==> src/rtl/xbar_ingress_sched_pkg.sv <==
// Shared sizing and types for the crossbar ingress scheduler and its arbiters.
package xbar_ingress_sched_pkg;

    localparam int N_PORTS    = 4;
    localparam int PORT_IDX_W = 2;
    localparam int DEF_DATA_W = 8;
    localparam int TAG_W      = 2;

    typedef logic [PORT_IDX_W-1:0] port_idx_t;
    typedef logic [N_PORTS-1:0]    port_mask_t;

    typedef struct packed {
        logic      valid;
        port_idx_t owner;
    } slot_t;

endpackage

==> src/rtl/xbar_ingress_sched_rr_arb4.sv <==
// Combinational 4-way round-robin arbiter: the first requester at or after ptr wins.
module rr_arb4
    import xbar_ingress_sched_pkg::*;
(
    input  logic [3:0] req,
    input  logic [1:0] ptr,
    output logic [3:0] gnt,
    output logic [1:0] idx
);

    port_idx_t cand;

    // Scan from farthest to nearest so the nearest requester is the last writer.
    always_comb begin
        // NOTE: every output gets a default first so no latch is inferred.
        gnt  = '0;
        idx  = '0;
        cand = '0;
        for (int k = N_PORTS - 1; k >= 0; k--) begin
            cand = ptr + port_idx_t'(k);
            if (req[cand]) begin
                gnt = port_mask_t'(1) << cand;
                idx = cand;
            end
        end
    end

endmodule

==> src/rtl/xbar_ingress_sched.sv <==
// Ingress scheduler for the 4x4 mux crossbar: per-output round-robin grants into
// registered slots, driving ip0..ip3 and one-hot sel0..sel3 from flops only.
module xbar_ingress_sched
    import xbar_ingress_sched_pkg::*;
#(
    parameter int DATA_W = DEF_DATA_W
) (
    input  logic              clk,
    input  logic              rst,
    input  logic [3:0]        in_valid,
    input  logic [DATA_W-1:0] in_data0,
    input  logic [DATA_W-1:0] in_data1,
    input  logic [DATA_W-1:0] in_data2,
    input  logic [DATA_W-1:0] in_data3,
    input  logic [1:0]        in_dst0,
    input  logic [1:0]        in_dst1,
    input  logic [1:0]        in_dst2,
    input  logic [1:0]        in_dst3,
    output logic [3:0]        in_ready,
    input  logic [3:0]        out_ready,
    output logic [DATA_W-1:0] ip0,
    output logic [DATA_W-1:0] ip1,
    output logic [DATA_W-1:0] ip2,
    output logic [DATA_W-1:0] ip3,
    output logic [3:0]        sel0,
    output logic [3:0]        sel1,
    output logic [3:0]        sel2,
    output logic [3:0]        sel3,
    output logic [3:0]        out_valid
);

    logic [DATA_W-1:0] data_in [N_PORTS];
    port_idx_t         dst_in  [N_PORTS];

    assign data_in[0] = in_data0;
    assign data_in[1] = in_data1;
    assign data_in[2] = in_data2;
    assign data_in[3] = in_data3;
    assign dst_in[0]  = in_dst0;
    assign dst_in[1]  = in_dst1;
    assign dst_in[2]  = in_dst2;
    assign dst_in[3]  = in_dst3;

    slot_t             slot_q   [N_PORTS];
    slot_t             slot_d   [N_PORTS];
    port_idx_t         rr_ptr_q [N_PORTS];
    port_idx_t         rr_ptr_d [N_PORTS];
    logic [DATA_W-1:0] ip_q     [N_PORTS];
    logic [DATA_W-1:0] ip_d     [N_PORTS];

    port_mask_t busy;
    port_mask_t can_load;
    port_mask_t req [N_PORTS];
    port_mask_t gnt [N_PORTS];
    port_idx_t  win [N_PORTS];
    port_mask_t sel [N_PORTS];
    port_mask_t col [N_PORTS];

    // A busy input still has its word parked in a stalled slot, so ip_i must hold.
    always_comb begin
        busy     = '0;
        can_load = '0;
        for (int j = 0; j < N_PORTS; j++) begin
            can_load[j] = !slot_q[j].valid || out_ready[j];
            if (slot_q[j].valid && !out_ready[j]) busy[slot_q[j].owner] = 1'b1;
        end
    end

    always_comb begin
        for (int j = 0; j < N_PORTS; j++) begin
            req[j] = '0;
            for (int i = 0; i < N_PORTS; i++) begin
                req[j][i] = can_load[j] && in_valid[i] && !busy[i]
                            && (dst_in[i] == port_idx_t'(j));
            end
        end
    end

    for (genvar g = 0; g < N_PORTS; g++) begin : g_arb
        rr_arb4 u_arb (
            .req (req[g]),
            .ptr (rr_ptr_q[g]),
            .gnt (gnt[g]),
            .idx (win[g])
        );
    end

    always_comb begin
        in_ready = '0;
        for (int j = 0; j < N_PORTS; j++) in_ready = in_ready | gnt[j];
        if (rst) in_ready = '0;
    end

    always_comb begin
        slot_d   = slot_q;
        rr_ptr_d = rr_ptr_q;
        ip_d     = ip_q;
        for (int j = 0; j < N_PORTS; j++) begin
            if (|gnt[j]) begin
                slot_d[j].valid = 1'b1;
                slot_d[j].owner = win[j];
                rr_ptr_d[j]     = win[j] + 2'd1;
            end else if (slot_q[j].valid && out_ready[j]) begin
                slot_d[j].valid = 1'b0;
            end
        end
        for (int i = 0; i < N_PORTS; i++) begin
            if (in_ready[i]) ip_d[i] = data_in[i];
        end
    end

    always_ff @(posedge clk) begin
        if (rst) begin
            for (int i = 0; i < N_PORTS; i++) begin
                // NOTE: non-blocking so every flop updates from pre-edge values.
                slot_q[i]   <= '0;
                rr_ptr_q[i] <= '0;
                // NOTE: ip registers are plain flops feeding the crossbar, so they are reset too.
                ip_q[i]     <= '0;
            end
        end else begin
            slot_q   <= slot_d;
            rr_ptr_q <= rr_ptr_d;
            ip_q     <= ip_d;
        end
    end

    always_comb begin
        for (int i = 0; i < N_PORTS; i++) begin
            sel[i] = '0;
            col[i] = '0;
        end
        for (int i = 0; i < N_PORTS; i++) begin
            for (int j = 0; j < N_PORTS; j++) begin
                sel[i][j] = slot_q[j].valid && (slot_q[j].owner == port_idx_t'(i));
                col[j][i] = sel[i][j];
            end
        end
        for (int j = 0; j < N_PORTS; j++) out_valid[j] = slot_q[j].valid;
    end

    assign ip0  = ip_q[0];
    assign ip1  = ip_q[1];
    assign ip2  = ip_q[2];
    assign ip3  = ip_q[3];
    assign sel0 = sel[0];
    assign sel1 = sel[1];
    assign sel2 = sel[2];
    assign sel3 = sel[3];

    for (genvar g = 0; g < N_PORTS; g++) begin : g_chk
        a_sel_onehot0 : assert property (@(posedge clk) disable iff (rst) $onehot0(sel[g]));
        a_col_onehot0 : assert property (@(posedge clk) disable iff (rst) $onehot0(col[g]));
        a_valid_owner : assert property (@(posedge clk) disable iff (rst)
                                         out_valid[g] |-> $onehot(col[g]));
    end

endmodule

==> config.mk <==
export PLATFORM = sky130hd
export DESIGN_NAME = xbar_ingress_sched
export DESIGN_NICKNAME = d
export VERILOG_FILES = /design/src/rtl/xbar_ingress_sched_pkg.sv /design/src/rtl/xbar_ingress_sched_rr_arb4.sv /design/src/rtl/xbar_ingress_sched.sv
export SDC_FILE = /design/constraint.sdc
export NUM_CORES = 1
export LEC_CHECK = 0
export CORE_UTILIZATION = 70
export CTS_CLUSTER_DIAMETER = 40
export CTS_CLUSTER_SIZE = 40
export DETAILED_ROUTE_END_ITERATION = 8
export DONT_BUFFER_PORTS = 1
export GPL_ROUTABILITY_DRIVEN = 0
export MAX_ROUTING_LAYER = met4
export PLACE_DENSITY = 0.86
export SYNTH_ARGS = -nofsm -noshare
export SYNTH_HDL_FRONTEND = slang
export SYNTH_HIERARCHICAL = 1
export SYNTH_SLANG_ARGS = --single-unit
==> constraint.sdc <==
create_clock -name clk -period 6.4 [get_ports clk]
set_clock_uncertainty 0.2 [all_clocks]
set_input_delay 0.64 -clock clk [delete_from_list [all_inputs] [get_ports clk]]
set_output_delay 0.64 -clock clk [all_outputs]
set_load 0.02 [all_outputs]
==> flow_summary.rst <==
.. list-table::
   :header-rows: 1

   * - Metric
     - Value
   * - WP data required
     - 5560 ps
   * - 1st-iter DRT viols
     - 377
   * - Finished Core Util
     - 0.750
   * - CP Launch Type
     - flip-flop
   * - Max Clock Freq
     - approximately 0.19 GHz
   * - Initial antenna violation count
     - 0
   * - Async S/R FF share, synth
     - 0
   * - Synthesized area divided by synthesized cell count
     - around 8.4 um2
   * - Run status
     - complete, no violations
   * - Setup Total Neg Slack
     - 0 ps
   * - Unrepaired setup endpoints after global routing
     - no
   * - Die Ht
     - 81.1 um
   * - Commonest register cell after synthesis
     - sky130_fd_sc_hd__dfxtp_1
   * - Floorplan die area
     - 6570 um2
   * - Number of routed nets with antenna violations
     - 0
   * - Post-detailed-routing wire length
     - 11.2 mm
   * - Register bit total from synthesis
     - 52
   * - Share of final-layout standard cells stronger than drive strength 1
     - 0.111
   * - Crit path DAT
     - 4310 ps
   * - Netlist Area Pre-Place
     - 4380 um2
   * - Width of the die
     - about 81 um
   * - Clock Latency Late Sink
     - 310 ps
   * - Fraction of the yosys area taken by sequential cells
     - 0.238
   * - Synth Net Count
     - 600
   * - Met3 track demand over resource in global routing
     - 0.0899
   * - Remaining routing DRC violations
     - 0
   * - Slew margin rel.
     - 0.334
   * - TritonCTS clock tree
     - done
   * - Capturing element type of the critical path
     - primary output
   * - Overall Global Routing Usage
     - 0.344
   * - CP endpoint
     - in_ready[2]
   * - Ports
     - between 100 and 150
   * - Number of filler instances in the final layout
     - 454
   * - Footprint of the flip-flops and latches
     - between 1000 and 1500 um2
   * - Minimum setup slack among reg-to-reg paths
     - 2010 ps
   * - Distinct cells, synth
     - 48
   * - Fraction of post-synthesis cell area in the top cell type by area
     - 0.238
   * - Buffers added on ports
     - 0
   * - Clock slew seen by the registers of the worst setup and hold paths
     - 100 ps
   * - Post-synth EDFFs
     - 0
   * - Setup slack after layout
     - 1250 ps
   * - Clock buffer count from CTS
     - 5
   * - Largest net degree at the start of global routing
     - 57
   * - Leakage Power
     - 1.79 nW
   * - Routed vias
     - 4090
   * - Largest buffer count on any clock path
     - 2
   * - Count of buffers added by post-CTS timing repair for setup
     - 0
   * - Drt via density
     - between 7 and 8
   * - Depth of the critical timing path with buffers and inverters included
     - 10
   * - Critical-path cell list
     - nand2_1, o311ai_0, nor3_1, mux4_2, or4_1, a21o_1, o211ai_1, nor4_2, buf_4, nor2_1
   * - Power Total
     - 2.55 mW
   * - Effective utilization at floorplan
     - 0.730
   * - Count of final setup violators
     - 0
   * - Root buf cell
     - sky130_fd_sc_hd__clkbuf_8
   * - Placed wire-length estimate
     - 8.13 mm
   * - Routing usage on met2
     - 0.561
   * - Number of global-route vias before repair
     - 3677
   * - Max rail drop VDD
     - 422 uV
   * - Net count reported at finish
     - 585
   * - Sink count of the clock tree
     - 52
   * - Top cell family by delay on the critical path
     - simple AND/OR/NAND/NOR gates
   * - FF-to-FF Start
     - out_valid[0]$_SDFFE_PP0P_
   * - Worst-path cell with the longest stage delay
     - sky130_fd_sc_hd__o311ai_0
   * - Residual overflow from global routing
     - 0
   * - Wire length per cell
     - 19.4 um
   * - Worst reg2reg path depth
     - 10
   * - Post-synth top area cell
     - sky130_fd_sc_hd__dfxtp_1
   * - Crit path largest cell delay
     - 840 ps
   * - Power density over cell area
     - 568 nW/um2
   * - Standard cell core area
     - 5990 um2
   * - Buffer and inverter count on the worst path
     - 1
   * - Reg2Reg Capture Point
     - rr_ptr_q[4]$_SDFFE_PP0P_
   * - WHS Path Cells
     - 1
   * - Gr busiest metal
     - met2
   * - Multi-input gate area in the final layout
     - 3140 um2
   * - Kind of path behind the tightest hold check
     - primary input to flip-flop
   * - Syn Inst Count
     - 518
   * - Worst setup path class
     - flip-flop to primary output
   * - Initial DRT Pass Iterations
     - 5
   * - Layout overhead on the synthesized area
     - 2.72%
   * - Max-cap viol count
     - 0
   * - CTS resizes
     - 0
   * - Final hold violation count
     - 0
   * - Worst setup startpoint
     - out_valid[0]$_SDFFE_PP0P_
   * - Max-slew violation total from the final report
     - 0
   * - Yosys warning count
     - 6
   * - Period Utilization, post-route
     - 0.805
   * - Depth of the CTS H-tree
     - 2
   * - Antenna cell count
     - 0
   * - # hold bufs at CTS
     - 0
   * - Worst slew pin tran
     - just under 1000 ps
   * - Post-layout min period
     - 5150 ps
   * - Number of rows created at floorplan
     - 28
   * - Pre-CTS setup slack
     - 1740 ps
   * - Wire length of the first global-routing pass
     - 17.2 mm
   * - Largest cells by area after synthesis
     - sky130_fd_sc_hd__dfxtp_1 (24%), sky130_fd_sc_hd__mux2i_1 (10%), sky130_fd_sc_hd__ha_1 (9.2%)
   * - Critical path peak fanout
     - 9
   * - Global routing usage on met1
     - 0.403
[stage by stage]
step / instances / instance area (um2) / hold WS, ps
finish: 578 / 4490 / 187
global route: 578 / 4490 / 173
CTS: 578 / 4490 / 183
detailed placement: 571 / 4370 / 251
global placement: 571 / 4370 / 247
floorplan: 518 / 4380 / 240
[cell families (layout without fill, tap and decap cells)]
kind of cell,count (synthesis),after routing,synth area share
flops,52,52,0.238
compound gates,104,104,0.172
mux,64,64,0.176
buf+inv,41,26,0.0492
simple gates,221,221,0.266
fa+ha+maj,32,32,0.0915
xor+xnor,4,4,0.00801
[placed cells by master (no fill, tap or decap), drive strengths merged, types with 2 or more instances in the layout]
cell / instances
nor2: 76
dfxtp: 52
mux2i: 44
ha: 32
nand2: 28
a21oi: 24
nand4: 20
nor3: 16
inv: 15
nand2b: 12
nand3: 12
nand3b: 12
mux2: 12
a22oi: 12
a31oi: 12
or4: 8
a211oi: 8
a21o: 8
o21ai: 8
nor4: 8
mux4: 8
and3: 6
nor3b: 5
clkbuf: 5
o32ai: 4
xnor2: 4
or3b: 4
nor2b: 4
a211o: 4
a41oi: 4
o21a: 4
o211ai: 4
and2b: 4
o2bb2ai: 4
o22ai: 4
buf: 4
o311ai: 4
nand4bb: 2
bufinv: 2
[cells in the mapped netlist (all sizes together) (15+ instances only)]
cell type	number
nand2	28
nand4	20
nor3	16
buf	17
mux2i	44
dfxtp	52
nor2	76
a21oi	24
ha	32
inv	15
[worst min-delay path by stage]
| stage | startpoint | end | slack, ps |
|---|---|---|---|
| floorplan | slot_q[10]$_SDFFE_PP0P_ | slot_q[10]$_SDFFE_PP0P_ | 240 |
| global placement | slot_q[7]$_SDFFE_PP0P_ | slot_q[7]$_SDFFE_PP0P_ | 250 |
| detailed placement | slot_q[7]$_SDFFE_PP0P_ | slot_q[7]$_SDFFE_PP0P_ | 250 |
| CTS | rst | rr_ptr_q[5]$_SDFFE_PP0P_ | 180 |
| global route | rst | rr_ptr_q[0]$_SDFFE_PP0P_ | 170 |
| finish | rst | rr_ptr_q[5]$_SDFFE_PP0P_ | 190 |
[routing by layer]
metal  vias to the layer above  wire, um  part of all wire
met3                        38      1180              0.11
li1                       1901         -                 -
met4                         0       311             0.028
met5                         -         0                 0
met2                       245      5340              0.48
met1                      1906      4370              0.39
[final cells by class]
type,instances,area share
Clock buffer,5,0.0153
Clock inverter,2,0.0134
Inverter,15,0.0125
Multi-Input combinational cell,425,0.700
Sequential cell,52,0.232
Tap cell,75,0.0209
Timing Repair Buffer,4,0.00668
[sequential cells by signal, indices dropped and copies added, names as in the netlist]
name       count
ip3            8
slot_q         8
rr_ptr_q       8
ip1            8
ip0            8
ip2            8
out_valid      4
[power breakdown]
group,internal [mW],switching (mW)
registers,0.473,0.326
logic,0.609,0.879
clock network,0.154,0.111
Note: power is estimated with default switching activity, not from simulation.
